[config.mk]
export PLATFORM = sky130hd
export DESIGN_NAME = osc_bank
export DESIGN_NICKNAME = d
export VERILOG_FILES = /design/src/rtl/osc_bank.sv
export SDC_FILE = /design/constraint.sdc
export NUM_CORES = 1
export LEC_CHECK = 0
export CORE_UTILIZATION = 62
export CTS_CLUSTER_DIAMETER = 120
export DETAILED_ROUTE_END_ITERATION = 8
export PLACE_DENSITY = 0.8
export SLEW_MARGIN = 30
export SYNTH_ARGS = -nofsm -noshare
export SYNTH_HDL_FRONTEND = slang
export SYNTH_SLANG_ARGS = --single-unit
[constraint.sdc]
create_clock -name sample_clock -period 6.8 [get_ports sample_clock]
set_clock_uncertainty 0.05 [all_clocks]
set_input_delay 1.36 -clock sample_clock [delete_from_list [all_inputs] [get_ports sample_clock]]
set_output_delay 1.36 -clock sample_clock [all_outputs]
set_load 0.02 [all_outputs]
[src/rtl/osc_bank.sv]
// Time-multiplexed phase-accumulator oscillator bank: VOICES voices share one adder and
// one waveform shaper, serviced round-robin one voice per clock, tagged output stream.
module osc_bank #(
  parameter int unsigned BITDEPTH    = 14,
  parameter int unsigned BITFRACTION = 6,
  parameter int unsigned VOICES      = 4,
  localparam int unsigned VB         = (VOICES > 1) ? $clog2(VOICES) : 1
) (
  input  logic                sample_clock,
  input  logic                rst,
  input  logic                reg_we,
  input  logic [VB+1:0]       reg_addr,
  input  logic [15:0]         reg_wdata,
  output logic [BITDEPTH-1:0] out,
  output logic [VB-1:0]       out_voice,
  output logic                out_valid
);

  localparam int unsigned AccW = BITDEPTH + BITFRACTION;
  localparam logic [BITDEPTH-1:0] Max     = '1;
  localparam logic [BITDEPTH-1:0] Mid     = {1'b0, {(BITDEPTH-1){1'b1}}};
  localparam logic [BITDEPTH-1:0] PwReset = {1'b1, {(BITDEPTH-1){1'b0}}};

  typedef enum logic [2:0] {
    WaveSaw   = 3'd0,
    WaveTri   = 3'd1,
    WavePulse = 3'd2,
    WaveSub   = 3'd3,
    WaveNoise = 3'd4
  } wave_e;

  logic [15:0]         inc_q  [VOICES];
  logic [BITDEPTH-1:0] pw_q   [VOICES];
  logic [4:0]          ctrl_q [VOICES];
  logic [AccW-1:0]     acc_q  [VOICES];
  logic                sub_q  [VOICES];
  logic [14:0]         lfsr_q [VOICES];

  logic [VB-1:0]       p_q;
  logic                last_wrap_q;
  logic [BITDEPTH-1:0] out_q;
  logic [VB-1:0]       out_voice_q;
  logic                out_valid_q;

  logic [AccW:0]       sum;
  logic [AccW-1:0]     acc_d;
  logic                sub_d;
  logic [14:0]         lfsr_d;
  logic                wrap;
  logic                last_wrap_d;
  logic [BITDEPTH-1:0] ph;
  logic [BITDEPTH-1:0] tri_src;
  logic [BITDEPTH-1:0] pulse;
  logic [BITDEPTH-1:0] sample;
  logic [4:0]          ctrl_cur;
  wave_e               wave;

  logic [VB-1:0]       wr_voice;
  logic [1:0]          wr_field;
  logic                wr_hit;

  assign ctrl_cur = ctrl_q[p_q];
  assign wave     = wave_e'(ctrl_cur[2:0]);
  assign sum      = {1'b0, acc_q[p_q]} + {{(AccW + 1 - 16){1'b0}}, inc_q[p_q]};

  always_comb begin
    acc_d       = acc_q[p_q];
    sub_d       = sub_q[p_q];
    lfsr_d      = lfsr_q[p_q];
    wrap        = 1'b0;
    last_wrap_d = 1'b0;
    if (ctrl_cur[4]) begin
      wrap  = sum[AccW];
      acc_d = sum[AccW-1:0];
      // Hard sync: the previously serviced voice wrapped, so restart and suppress our wrap.
      if (ctrl_cur[3] && last_wrap_q) begin
        acc_d = '0;
        wrap  = 1'b0;
      end
      if (wrap) begin
        sub_d  = ~sub_q[p_q];
        lfsr_d = {lfsr_q[p_q][13:0], lfsr_q[p_q][14] ^ lfsr_q[p_q][13]};
      end
      last_wrap_d = wrap;
    end
  end

  assign ph    = acc_d[AccW-1 -: BITDEPTH];
  assign pulse = (ph < pw_q[p_q]) ? Max : '0;

  // Triangle folds on the MSB; the bit below the accumulator LSB reads as zero.
  if (BITFRACTION > 0) begin : g_tri_frac
    assign tri_src = acc_d[AccW-2 -: BITDEPTH];
  end else begin : g_tri_nofrac
    assign tri_src = {acc_d[AccW-2:0], 1'b0};
  end

  always_comb begin
    sample = Mid;
    if (ctrl_cur[4]) begin
      unique case (wave)
        WaveSaw:   sample = ph;
        WaveTri:   sample = acc_d[AccW-1] ? ~tri_src : tri_src;
        WavePulse: sample = pulse;
        WaveSub:   sample = sub_d ? ~pulse : pulse;
        WaveNoise: sample = lfsr_d[0] ? Max : '0;
        default:   sample = Mid;
      endcase
    end
  end

  assign wr_voice = reg_addr[VB+1:2];
  assign wr_field = reg_addr[1:0];
  assign wr_hit   = reg_we && (32'(wr_voice) < VOICES);

  always_ff @(posedge sample_clock) begin
    if (rst) begin
      p_q         <= '0;
      last_wrap_q <= 1'b0;
      out_q       <= Mid;
      out_voice_q <= '0;
      out_valid_q <= 1'b0;
      for (int i = 0; i < int'(VOICES); i++) begin
        inc_q[i]  <= '0;
        pw_q[i]   <= PwReset;
        ctrl_q[i] <= '0;
        acc_q[i]  <= '0;
        sub_q[i]  <= 1'b0;
        lfsr_q[i] <= 15'h0001;
      end
    end else begin
      p_q         <= (p_q == VB'(VOICES - 1)) ? '0 : p_q + 1'b1;
      last_wrap_q <= last_wrap_d;
      acc_q[p_q]  <= acc_d;
      sub_q[p_q]  <= sub_d;
      lfsr_q[p_q] <= lfsr_d;
      out_q       <= sample;
      out_voice_q <= p_q;
      out_valid_q <= 1'b1;
      if (wr_hit) begin
        unique case (wr_field)
          2'd0:    inc_q[wr_voice]  <= reg_wdata;
          2'd1:    pw_q[wr_voice]   <= reg_wdata[BITDEPTH-1:0];
          2'd2:    ctrl_q[wr_voice] <= reg_wdata[4:0];
          default: ;
        endcase
      end
    end
  end

  assign out       = out_q;
  assign out_voice = out_voice_q;
  assign out_valid = out_valid_q;

endmodule
==> impl_metrics.ini <==
[timing]
rsz0062_at_grt = false
slew_headroom_pct = 34.2
setup_viol = 0
max_clock_freq_mhz = 170
hold_viol_final = 0
finalSetupTns_ns = 0
period_minus_slack_ns = 5.87
worst_pin_slew_ns = 0.983
fin_crit_sh_pct = 86.3
final_max_slew_viol_count = 0

[cts]
clockBufferDepth = 3
cts_tree = yes
cts_resized = 0
clk_latency_ns = 0.56
clkTransAtPathRegs_ns = 0.06
hold_buffers = 0
clock-sinks = 304
cts_buffers = 30
root_buffer = clkbuf_16
post-cts-setup-buffers = 0
htreeDepth = 1

[yosys]
synth_area_leaders = edfxtp_1, mux4_2, and2_1
yosysTopAreaCell = edfxtp_1
netlist.area_leader.share_pct = 57.2
synth_most_common_cell = edfxtp_1
synthCells = 1105
synthesis.nets = 1159
netlist_area_um2 = 14900
yosysWarnings = 0
yosysUniqueCellTypes = 72
synthTopCellsByCount = edfxtp_1, and2_1, nor2_1, mux4_2, nor3_1
postSynthAreaPerCell_um2 = 13.5
synth_ff_type = edfxtp_1
synthArstFlopShare_pct = 0
synth_edf_count = 284
synth.yosys.seq_area_share_pct = 59.9
synth-seq-cells = 304

[setup_path]
r2r_end = out[10]
reg2reg_slack_ns = 0.93
crit_family = compound AO/OA/AOI/OAI gates
crit_buf_inv = 1
critPathLaunchType = flip-flop
rr_startpoint = p_q[0]
path_class = flip-flop to flip-flop
path_max_fanout = 33
cp_cell_sequence = mux4_2 -> ha_1 -> a21o_1 -> or3_1 -> o211a_1 -> or3_1 -> a41oi_2 -> inv_1 -> ha_1 -> a21oi_1 -> nor2_1 -> a2111o_1 -> or3b_1 -> o221ai_1 -> a22oi_1 -> o211ai_2 -> o2111ai_1
startpoint = p_q[0]
arrival_ns = 6.23
cpPeakStageDelay_ns = 0.77
crit_path_end = out[10]
cp_slowest_cell = dfxtp_4
endpoint_kind = flip-flop
worst_r2r_path_depth = 17
crit_required_ns = 7.16
crit_cells = 17

[die]
core-area_um2 = 23500
die_w_um = 157
num_rows = 56
dieArea_um2 = 24700
fp.dieH_um = 157
start_util_pct = 63.3
ios = 40

[detailed_routing]
num_vias = 9323
initialDrtViolationCount = 973
ant_nets = 0
viasPerCell = 6.31
wl_um = 34000
first_pass_iters = 7
drc = 0
wl_per_cell_um = 23.0

[pwr]
power.density_nw_per_um2 = 328
leakage_uw = 0.00597
ir_worst_vdd_uv = 225
p_total_uw = 5440

[layout]
final_cell_count_no_fill = 1477
final_nets = 1188
drive_gt1_share_pct = 15.3
diodes = 0
utilization_pct = 70.5
fillCellCount = 1560
syn_to_final_growth_pct = 11.4

[placed_design]
hpwl_um = 21400
io_buffers = 39
dpl.cell_count = 1421
gp_congestion = 0.954

[grt]
grt_overflow = 0
grt.total_usage_pct = 28.5
use_met2_pct = 47.8
antenna_found_initial = 0
grt_use_met1_pct = 38.0
grt_max_degree = 62
use_met3_pct = 4.85
grt_pass1_vias = 9410
grt_pass1_wl_um = 52200
grt-busiest-layer = met2

[hold_path]
hp-class = flip-flop to flip-flop

[run]
max-cap-violations = 0

[outcome]
status = finished clean
==> cell type report <==
class	count	area [um^2]	area share [%]
inverters	36	135	0.814
repair buffers	69	611	3.68
clock inverters	7	101	0.611
well taps	319	399	2.40
clock buffers	49	883	5.32
flip-flops and latches	304	8940	53.8
multi-input cells	693	5530	33.3
==> worst min path at each step <==
stage	start	end	slack [ns]	cells after the start
floorplan	p_q[1]	p_q[0]	0.49	2
detailed placement	p_q[0]	p_q[0]	0.78	1
global route	p_q[0]	p_q[0]	0.83	1
global placement	p_q[0]	p_q[0]	0.76	1
finish	p_q[0]	p_q[0]	0.77	1
CTS	p_q[0]	p_q[0]	0.79	1
==> cell usage in the layout (no fill, tap or decap), types with 12 or more instances in the layout <==
cell and instances:
edfxtp_1 284, and2_1 134, nor2_1 122, mux4_2 70, nor3_1 55, clkdlybuf4s50_1 38
inv_1 34, nand2_1 33, clkbuf_16 31, ha_1 30, buf_4 30, a21oi_1 27
nand3_1 22, and3_1 19, mux2i_1 18, dfxtp_1 18, o21ai_0 16, clkbuf_1 14
xor2_1 12
==> kinds of logic (layout without fill, tap and decap cells) <==
family                   count (synthesis)  in the layout  synth area share, %
flip-flops                             304            304                 59.9
multiplexers                            91             91                 12.1
AND/OR/NAND/NOR                        430            430                 14.9
adder cells (fa/ha/maj)                 31             31                 2.65
buffers and inverters                  108            161                 3.30
XOR/XNOR                                23             23                 1.35
AO/OA/AOI/OAI                          118            118                 5.79
==> state kept, by name, indices dropped and copies added (netlist names) <==
signal       count
p_q              2
ctrl_q          20
acc_q           80
sub_q            4
out_voice        2
out             14
lfsr_q          60
last_wrap_q      1
pw_q            56
out_valid        1
inc_q           64
==> power by group <==
part / total, uW / internal [uW] / switching (uW)
logic: 1430 / 559 / 871
registers: 2360 / 2270 / 85.0
clock network: 1650 / 963 / 691
total: 5440 / 3800 / 1650
==> metal layers <==
layer	part of all wire, %	vias up
li1	-	4193
met1	40	4675
met2	49	396
met3	7.9	59
met4	2.7	0
met5	0	-
==> per-stage QoR <==
stage          hold slack [ns]  worst slack, ns  area (um^2)
2_1_floorplan            0.492            0.843        14900
3_3_place_gp             0.762             1.11        15600
3_5_place_dp             0.780            0.978        15600
4_1_cts                  0.793            0.941        16600
5_1_grt                  0.830            0.585        16600
6_report                 0.773            0.932        16600
Note: power is estimated with default switching activity, not from simulation.
